**src/rtl/demux32_1x4_reg_if.sv**
```systemverilog
// Bus bundle for the registered 1-to-4 demultiplexer: upstream word/handshake,
// select controls, the four lane outputs with their handshakes, and the pointer.
interface demux32_1x4_reg_if #(
    parameter int WIDTH = 32
);
    logic [WIDTH-1:0] IN_DATA;
    logic             IN_VALID;
    logic             IN_READY;
    logic [1:0]       S;
    logic             AUTO;
    logic [WIDTH-1:0] Y0;
    logic [WIDTH-1:0] Y1;
    logic [WIDTH-1:0] Y2;
    logic [WIDTH-1:0] Y3;
    logic             V0;
    logic             V1;
    logic             V2;
    logic             V3;
    logic             R0;
    logic             R1;
    logic             R2;
    logic             R3;
    logic [1:0]       PTR;

    // Demux side: consumes the upstream word and the lane readies.
    modport slave (
        input  IN_DATA, IN_VALID, S, AUTO, R0, R1, R2, R3,
        output IN_READY, Y0, Y1, Y2, Y3, V0, V1, V2, V3, PTR
    );

    // Environment side: drives the upstream word and the lane readies.
    modport master (
        output IN_DATA, IN_VALID, S, AUTO, R0, R1, R2, R3,
        input  IN_READY, Y0, Y1, Y2, Y3, V0, V1, V2, V3, PTR
    );
endinterface

```
**src/rtl/demux32_1x4_reg.sv**
```systemverilog
// Registered 1-to-4 demultiplexer. Each lane is a one-word holding register
// with its own valid/ready handshake; the destination is either the manual
// select S or a round-robin pointer that advances on every auto-routed word.
module demux32_1x4_reg #(
    parameter int WIDTH = 32
) (
    input  logic                   CLK,
    input  logic                   RST,
    demux32_1x4_reg_if.slave       bus
);
    logic [WIDTH-1:0] r_y [4];
    logic [3:0]       r_v;
    logic [1:0]       r_ptr;

    logic [3:0]       w_rdy;
    logic [1:0]       w_dest;
    logic             w_in_ready;
    logic             w_xfer;
    logic [3:0]       w_load;

    // Destination decode and upstream handshake; select changes act immediately.
    always_comb begin
        w_rdy      = {bus.R3, bus.R2, bus.R1, bus.R0};
        w_dest     = bus.AUTO ? r_ptr : bus.S;
        // A full lane may still accept when it drains on the same edge.
        w_in_ready = ~RST & (~r_v[w_dest] | w_rdy[w_dest]);
        w_xfer     = bus.IN_VALID & w_in_ready;
        w_load     = w_xfer ? (4'b0001 << w_dest) : 4'b0000;
    end

    // Lane registers and round-robin pointer; reset discards all held words.
    always_ff @(posedge CLK or posedge RST) begin
        if (RST) begin
            r_v   <= '0;
            r_ptr <= '0;
            for (int k = 0; k < 4; k++) begin
                r_y[k] <= '0;
            end
        end else begin
            for (int k = 0; k < 4; k++) begin
                if (w_load[k]) begin
                    r_y[k] <= bus.IN_DATA;
                    r_v[k] <= 1'b1;
                end else if (r_v[k] && w_rdy[k]) begin
                    r_v[k] <= 1'b0;
                end
            end
            if (w_xfer && bus.AUTO) begin
                r_ptr <= r_ptr + 2'd1;
            end
        end
    end

    assign bus.IN_READY = w_in_ready;
    assign bus.Y0       = r_y[0];
    assign bus.Y1       = r_y[1];
    assign bus.Y2       = r_y[2];
    assign bus.Y3       = r_y[3];
    assign bus.V0       = r_v[0];
    assign bus.V1       = r_v[1];
    assign bus.V2       = r_v[2];
    assign bus.V3       = r_v[3];
    assign bus.PTR      = r_ptr;
endmodule

```
**src/flat_wrapper.sv**
```systemverilog
// flat-port wrapper written by rule: the top's interface ports become plain ports
module demux32_1x4_reg_flat 
#(
    parameter int WIDTH = 32
)
  (CLK, RST, bus_IN_DATA, bus_IN_VALID, bus_S, bus_AUTO, bus_R0, bus_R1, bus_R2, bus_R3, bus_IN_READY, bus_Y0, bus_Y1, bus_Y2, bus_Y3, bus_V0, bus_V1, bus_V2, bus_V3, bus_PTR);
  demux32_1x4_reg_if #(.WIDTH(WIDTH)) bus_i ();
  input  logic CLK;
  input  logic RST;
  input wire logic [$bits(bus_i.IN_DATA)-1:0] bus_IN_DATA;
  input wire logic [$bits(bus_i.IN_VALID)-1:0] bus_IN_VALID;
  input wire logic [$bits(bus_i.S)-1:0] bus_S;
  input wire logic [$bits(bus_i.AUTO)-1:0] bus_AUTO;
  input wire logic [$bits(bus_i.R0)-1:0] bus_R0;
  input wire logic [$bits(bus_i.R1)-1:0] bus_R1;
  input wire logic [$bits(bus_i.R2)-1:0] bus_R2;
  input wire logic [$bits(bus_i.R3)-1:0] bus_R3;
  output wire logic [$bits(bus_i.IN_READY)-1:0] bus_IN_READY;
  output wire logic [$bits(bus_i.Y0)-1:0] bus_Y0;
  output wire logic [$bits(bus_i.Y1)-1:0] bus_Y1;
  output wire logic [$bits(bus_i.Y2)-1:0] bus_Y2;
  output wire logic [$bits(bus_i.Y3)-1:0] bus_Y3;
  output wire logic [$bits(bus_i.V0)-1:0] bus_V0;
  output wire logic [$bits(bus_i.V1)-1:0] bus_V1;
  output wire logic [$bits(bus_i.V2)-1:0] bus_V2;
  output wire logic [$bits(bus_i.V3)-1:0] bus_V3;
  output wire logic [$bits(bus_i.PTR)-1:0] bus_PTR;
  assign bus_i.IN_DATA = bus_IN_DATA;
  assign bus_i.IN_VALID = bus_IN_VALID;
  assign bus_i.S = bus_S;
  assign bus_i.AUTO = bus_AUTO;
  assign bus_i.R0 = bus_R0;
  assign bus_i.R1 = bus_R1;
  assign bus_i.R2 = bus_R2;
  assign bus_i.R3 = bus_R3;
  assign bus_IN_READY = bus_i.IN_READY;
  assign bus_Y0 = bus_i.Y0;
  assign bus_Y1 = bus_i.Y1;
  assign bus_Y2 = bus_i.Y2;
  assign bus_Y3 = bus_i.Y3;
  assign bus_V0 = bus_i.V0;
  assign bus_V1 = bus_i.V1;
  assign bus_V2 = bus_i.V2;
  assign bus_V3 = bus_i.V3;
  assign bus_PTR = bus_i.PTR;
  demux32_1x4_reg #(.WIDTH(WIDTH)) u_core (.CLK(CLK), .RST(RST), .bus(bus_i));
endmodule
```
**config.mk**
```make
export PLATFORM = sky130hd
export DESIGN_NAME = demux32_1x4_reg_flat
export DESIGN_NICKNAME = d
export VERILOG_FILES = /design/src/rtl/demux32_1x4_reg_if.sv /design/src/rtl/demux32_1x4_reg.sv /design/src/flat_wrapper.sv
export SDC_FILE = /design/constraint.sdc
export NUM_CORES = 1
export LEC_CHECK = 0
export ABC_AREA = 1
export ABC_CLOCK_PERIOD_IN_PS = 7050
export CORE_ASPECT_RATIO = 2
export CORE_MARGIN = 2
export CORE_UTILIZATION = 47
export DETAILED_ROUTE_END_ITERATION = 12
export PLACE_DENSITY = 0.88
export RECOVER_POWER = 100
export SYNTH_ARGS = -nofsm -noshare
export SYNTH_HDL_FRONTEND = slang
export SYNTH_SLANG_ARGS = --single-unit
```
**constraint.sdc**
```tcl
create_clock -name CLK -period 7.05 [get_ports CLK]
set_clock_uncertainty 0.1 [all_clocks]
set_input_delay 2.115 -clock CLK [delete_from_list [all_inputs] [get_ports CLK]]
set_output_delay 2.115 -clock CLK [all_outputs]
set_load 0.1 [all_outputs]
```
### After elaboration in Yosys (flattened, before gate mapping)

Index checks and enable logic that the tools add are counted.

* output and inout port bits: 135
* register bits after elaboration: 134

* reduce and logical (&&, ||, !) cells: 9
* shifts and indexed selects: 1
* mux-type cells: 14
* bitwise gates (word level): 5
* $add $sub $neg: 1
* order comparisons: 1

Operator list (number)
* two-way mux 1 bit: 10
* nonzero test 2 bit: 4
* logical AND 1 bit: 5
* binary-select mux 1 bit (select 2 bit): 2
* two-way mux 4 bit: 1
* << shifter 1 x 2 -> 4 bit, first input constant: 1
* < comparator 2 x 3 -> 1 bit, second input constant: 1
* adder 2 x 1 -> 2 bit, second input constant: 1
* bitwise AND 1 bit: 2
* two-way mux 2 bit: 1
* NOT 1 bit: 2
* OR 1 bit: 1

### Longest topological paths before layout

Gate-level depths: netlist of the first run.

* word-level depth: 9
* gate-level depth with buffers: 13
* depth with buffers taken out: 12

### Least setup slack after synthesis of the first run

Ideal clock, no wire load.

* path kind: input port to flip-flop
* start: input RST
* end: register u_core.r_y, in the netlist u_core.bus.Y0[10]
* stages: 5
* path buffers: 1
* library setup time: 120 ps
* data required time: 6830 ps
* arrival time: 6070 ps
* slack: 760 ps
* cells stage by stage: inv_1 nand4_1 buf_2 nand2_1 nand2_1

* word-level cells in the longest chain between the ends: 4

Ends and longest elaborated chain
* start: declaration: line flat_wrapper.sv:9 `input logic RST;`
* NOT 1 bit: line demux32_1x4_reg.sv:26 `w_in_ready = ~RST & (~r_v[w_dest] | w_rdy[w_dest]);`
* bitwise AND 1 bit: line demux32_1x4_reg.sv:26
* bitwise AND 1 bit: line demux32_1x4_reg.sv:27 `w_xfer = bus.IN_VALID & w_in_ready;`
* two-way mux 4 bit: line demux32_1x4_reg.sv:28 `w_load = w_xfer ? (4'b0001 << w_dest) : 4'b0000;`
* end signal: indexed assignment: line demux32_1x4_reg.sv:42 `r_y[k] <= bus.IN_DATA;`
* end: declaration: line demux32_1x4_reg.sv:11 `logic [WIDTH-1:0] r_y [4];`

Every way passes these cells.
A chain may end at the register's enable or synchronous reset.

### Worst setup path after layout of the first run

* start: input bus_AUTO
* end: output bus_IN_READY

* word-level cells in the longest chain between the ends: 6

Ends and longest elaborated chain
* start: declaration: line flat_wrapper.sv:13 `input wire logic [$bits(bus_i.AUTO)-1:0] bus_AUTO;`
* two-way mux 2 bit (*): line demux32_1x4_reg.sv:24 `w_dest = bus.AUTO ? r_ptr : bus.S;`
* binary-select mux 1 bit (select 2 bit): line demux32_1x4_reg.sv:26
* two-way mux 1 bit (implied by the code): line demux32_1x4_reg.sv:26
* NOT 1 bit: line demux32_1x4_reg.sv:26
* OR 1 bit (*): line demux32_1x4_reg.sv:26
* bitwise AND 1 bit (*): line demux32_1x4_reg.sv:26
* end: declaration: line flat_wrapper.sv:18 `output wire logic [$bits(bus_i.IN_READY)-1:0] bus_IN_READY;`

Mark *: on every way between the ends. The rest lies on a longest branch, timed or not. The select of a mux whose other input is x is not followed.

==> results.cfg, run 1 <==
[run_status]
outcome = finished with violations
violations = max-capacitance violations, max-slew violations

[synth]
synth_cell_type_count = 16
synth_area_per_cell_um2 = 8.964
yosysWarnings = 0
syn_nets = 670
yosysSeqAreaShare_pct = 59.57
synth_cells = 628
ys_ff_latch = 134
synthesis.area_um2 = 5629

[clock_network]
post-cts-setup-buffers = 0
cts-resized-gates = 0
h-tree-depth = 4
cts_hold_buf = 0
cts_made_buffers = 17
clkLatencyLatePin_ns = 0.41
clockRootBuffer = clkbuf_16
cts_num_sinks = 134
clockBufferDepth = 2
cts_tree = built
clkTransAtPathRegs_ns = 0.05

[setup_path]
cp.arrival_ns = 4.17
worst_ep_required_time_ns = 4.84
r2r_start = u_core.bus.PTR[0]$_DFFE_PP0P_
worstSetupStartpointType = primary input
timing.rr.end = u_core.bus.Y0[25]$_DFFE_PP0P_
ff2ff_path_depth = 7
worst-path-max-fanout = 8
end_kind = output port
path_class = in2out
ff2ff_setup_slack_ns = 2.67

[timing]
setup_viol = 0
min_period_ns = 6.383
fin_crit_sh_pct = 90.55
drv_slew = 198
whs_ns = 0.3712
fin_ws_ns = 0.6665
clock.fmax_ghz = 0.1567
fin_setup_tns_ns = 0
final-hold-violation-count = 0
rsz0062_at_grt = no
maxSlewHeadroom_pct = -68.27
worst_pin_slew_ns = 2.515

[detailed_routing]
finalWirelength_um = 18200
drc = 0
avgRoutedWirePerCell_um = 19.38
dr_total_vias = 5509
via_per_inst = 5.867
ant_nets = 0
drtIter0Drc = 448
first_pass_iters = 5

[final_layout]
area_delta_synth_final_pct = 41.65
nets = 822
fin_cells = 939
nFillCells = 864
drive_above_1_share_pct = 5.927

[grt]
grt_pass1_wl_um = 28970
grt_max_degree = 105
antenna_found_initial = 1
grt_usage_pct = 29.64
grt_pass1_vias = 5603
overflow = 0

[floorplan]
num_io_pins = 177
core-area_um2 = 11700
placementRows = 56
die_w_um = 81.39
dieArea_um2 = 12920
initial_core_util_pct = 48.11
dieHeight_um = 158.8

[hold_path]
min_to = u_core.bus.Y2[7]$_DFFE_PP0P_
hold-path-cell-count = 2
worstHoldPathType = reg2reg
worstHoldStart = u_core.bus.Y2[7]$_DFFE_PP0P_

[placement]
dp_cells = 906
dp_worst_setup_slack_ns = 0.8721
port_buffers = 176
place.gp.congestion = 0.9688
dp_hpwl_um = 12050

[run]
cap_violations = 4
-- worst max-delay path by stage --
stage	start	end	slack (ns)	cells past startpoint
finish	bus_AUTO	bus_IN_READY	0.67	10
global route	bus_AUTO	u_core.bus.Y0[28]$_DFFE_PP0P_	0.38	9
CTS	bus_AUTO	bus_IN_READY	0.87	7
detailed placement	bus_AUTO	bus_IN_READY	0.87	7
global placement	bus_AUTO	bus_IN_READY	0.95	7
floorplan	RST	u_core.bus.Y0[10]$_DFFE_PP0P_	0.76	5
-- critical path: stages --
cell             delay, ns
clkdlybuf4s50_1       0.62
inv_2                 0.04
nand2_1               0.14
nand2_1               0.20
nand2_1               0.12
nand2_1               0.08
nand2_1               0.06
nand2_1               0.10
a21oi_4               0.19
clkbuf_2              0.49
-- placed cells by master, fill, tap and decap left out --
| cell type | count |
|---|---|
| bufinv_16 | 2 |
| nand3_1 | 4 |
| nand2_1 | 280 |
| buf_4 | 7 |
| nand2_2 | 1 |
| nor2_1 | 2 |
| a21oi_4 | 1 |
| clkdlybuf4s50_1 | 39 |
| xor2_1 | 1 |
| diode_2 | 1 |
| clkbuf_8 | 1 |
| clkinvlp_4 | 2 |
| dlygate4sd3_1 | 135 |
| inv_1 | 9 |
| o21ai_0 | 4 |
| clkbuf_1 | 2 |
| clkbuf_16 | 17 |
| o21ai_1 | 1 |
| dfrtp_1 | 134 |
| inv_6 | 4 |
| inv_2 | 2 |
| clkbuf_2 | 3 |
| nand4_1 | 135 |
| clkinv_2 | 3 |
| clkinv_4 | 4 |
-- kinds of logic (layout without fill, tap and decap cells) --
family	after synthesis	after routing	share of synthesized area [%]
AND/OR/NAND/NOR	422	422	34.32
flip-flops	134	134	59.57
buffers and inverters	65	230	5.357
AO/OA/AOI/OAI	6	6	0.6001
XOR/XNOR	1	1	0.1556
other	0	1	0
-- cell type report --
type | count | area, um^2 | area share [%]
antenna | 1 | 2.502 | 0.03138
clock buffer | 18 | 439.2 | 5.508
clock inverter | 14 | 151.4 | 1.899
inverter | 12 | 50.05 | 0.6276
multi-input combinational | 429 | 1979 | 24.82
sequential | 134 | 3353 | 42.05
tap | 145 | 181.4 | 2.275
timing repair buffer | 186 | 1817 | 22.78
-- state kept, by name, indices dropped and copies added (netlist names) --
name and count:
u_core.bus.Y0 32, u_core.bus.Y1 32, u_core.bus.Y2 32, u_core.bus.Y3 32, u_core.r_v 4, u_core.bus.PTR 2
-- layer usage --
layer,routed length [um],global-route usage (%),part of all wire (%)
met5,0,0,0
met4,1274,21.88,7.0
met3,1211,6.307,6.7
met2,9595,48.66,53
met1,6116,32.32,34
-- per-stage QoR --
step,cell area [um^2],utilization [%]
final,7974,68.15
after global routing,7974,68.15
after CTS,8016,68.51
after detailed placement,7426,63.46
after global placement,7426,63.46
after floorplan,5629,-
-- cells in the mapped netlist, drive strengths merged --
cell type,count,area (um^2)
a21oi,1,8.760
o21ai,5,25.02
clkbuf,25,93.84
nor2,2,7.510
nand2,281,1060
buf,28,162.7
nand4,135,844.6
xor2,1,8.760
inv,12,45.05
nand3,4,20.02
dfrtp,134,3353
Power of run 1 is not shown: default switching activity piles up to over one toggle a cycle in this logic, so the estimate is an artifact.
==> run 2, diff against run 1 <==
Settings changed: CAP_MARGIN set to 30.
==> run 2 against run 1 <==
  * The flow still finishes with violations (max-capacitance violations, max-slew violations)
  * Maximum frequency fell by 2.9%
  * Non-clock buffer count rose by 2
  * Count of clock-buffer cells in the layout rose by 3
  * Register-to-register slack improved by 0.41 ns
==> results.cfg, run 2 (same netlist as run 1, synthesis figures left out) <==
[final_layout]
fin_cells = 939
area_delta_synth_final_pct = 44.01
utilization_pct = 69.28
layout_commonest_cell = nand2_1
n_antenna_cell = 0
drive_above_1_share_pct = 6.045
layout_common_cells = 279 x nand2_1, 136 x dlygate4sd3_1, 135 x nand4_1
nets = 824
final_area_um2 = 8107

[timing]
clock.fmax_ghz = 0.1521
fin_crit_sh_pct = 93.28
worst_pin_slew_ns = 2.453
fin_setup_tns_ns = 0
drv_slew = 108
setup_viol = 0
min_period_ns = 6.576
final-hold-violation-count = 0
rsz0062_at_grt = no
maxSlewHeadroom_pct = -64.14

[clock_network]
cts_made_buffers = 17
clockRootBuffer = clkbuf_16
cts_tree = built
clkLatencyLatePin_ns = 0.42
cts-resized-gates = 0
clkTransAtPathRegs_ns = 0.05
post-cts-setup-buffers = 0
cts_num_sinks = 134
cts_hold_buf = 0
clockBufferDepth = 2
h-tree-depth = 4

[detailed_routing]
ant_nets = 0
drc = 0
finalWirelength_um = 17930
first_pass_iters = 6
dr_total_vias = 5509
via_per_inst = 5.867
avgRoutedWirePerCell_um = 19.10
drtIter0Drc = 644

[setup_path]
timing.rr.end = u_core.bus.Y2[18]$_DFFE_PP0P_
ff2ff_setup_slack_ns = 3.08
worst-path-max-fanout = 7
r2r_start = u_core.bus.PTR[1]$_DFFE_PP0P_
startpoint = bus_AUTO
cp-endpoint = bus_IN_READY
ff2ff_path_depth = 8
cp.arrival_ns = 4.36
worst_ep_required_time_ns = 4.84
path_class = in2out
end_kind = output port
worstSetupStartpointType = primary input

[grt]
grt_pass1_wl_um = 28630
overflow = 0
antenna_found_initial = 0
grt_max_degree = 105
grt_usage_pct = 29.40
grt_pass1_vias = 5543

[placement]
dp_hpwl_um = 11970
place_area_um2 = 7481
place.gp.congestion = 0.9688
dp_cells = 908
port_buffers = 176

[floorplan]
dieArea_um2 = 12920
placementRows = 56
dieHeight_um = 158.8
num_io_pins = 177
initial_core_util_pct = 48.11
die_w_um = 81.39
core-area_um2 = 11700

[run_status]
outcome = finished with violations
violations = max-capacitance violations, max-slew violations

[run]
cap_violations = 2

[hold_path]
worstHoldPathType = reg2reg
## run 2: changes by cell type in the layout (fill, tap and decap cells not counted), sizes merged
cell | before | now
buf | 7 | 9
bufinv | 2 | 4
clkbuf | 23 | 26
clkdlybuf4s50 | 39 | 38
clkinv | 7 | 2
clkinvlp | 2 | 3
diode | 1 | 0
dlygate4sd3 | 135 | 136
inv | 15 | 13
## run 2: metrics by stage
step / hold slack (ns) / setup WS [ns]
after floorplan: 0.8800 / 0.7599
after global placement: 0.3625 / 0.9469
after detailed placement: 0.3662 / 0.8623
after CTS: 0.3802 / 0.7736
after global routing: 0.3865 / 0.3701
final: 0.3730 / 0.4740
## run 2: cell type report
class	instances	area, um^2
tap	145	181.4
clock buffer	21	480.5
multi-input combinational	429	1989
timing repair buffer	188	1883
fill	806	3595
clock inverter	10	168.9
inverter	12	50.05
sequential	134	3353
## run 2: critical path, stage by stage
cell and delay (ns):
dlygate4sd3_1 0.64, o21ai_0 0.68, inv_1 0.21, nand2_1 0.15, nand2_1 0.12, a21oi_4 0.23, buf_12 0.20
## run 2: how the worst min path moves through the flow
| stage | from | end | slack, ns | cells past startpoint |
|---|---|---|---|---|
| 3_3_place_gp | u_core.bus.Y3[31]$_DFFE_PP0P_ | u_core.bus.Y3[31]$_DFFE_PP0P_ | 0.36 | 2 |
| 4_1_cts | u_core.bus.Y1[8]$_DFFE_PP0P_ | u_core.bus.Y1[8]$_DFFE_PP0P_ | 0.38 | 2 |
| 2_1_floorplan | u_core.bus.Y0[0]$_DFFE_PP0P_ | u_core.bus.Y0[0]$_DFFE_PP0P_ | 0.88 | 2 |
| 5_1_grt | u_core.bus.Y2[8]$_DFFE_PP0P_ | u_core.bus.Y2[8]$_DFFE_PP0P_ | 0.39 | 2 |
| 3_5_place_dp | u_core.bus.Y2[8]$_DFFE_PP0P_ | u_core.bus.Y2[8]$_DFFE_PP0P_ | 0.37 | 2 |
| 6_report | u_core.bus.Y3[21]$_DFFE_PP0P_ | u_core.bus.Y3[21]$_DFFE_PP0P_ | 0.37 | 2 |
## run 2: metal layers
metal	track usage (%)	part of all wire [%]	up-vias
met5	0	0	-
met3	6.648	6.8	95
li1	-	-	2438
met4	22.27	7.9	0
met2	47.06	52	337
met1	32.76	34	2639
Power of run 2 is left out for the same reason.
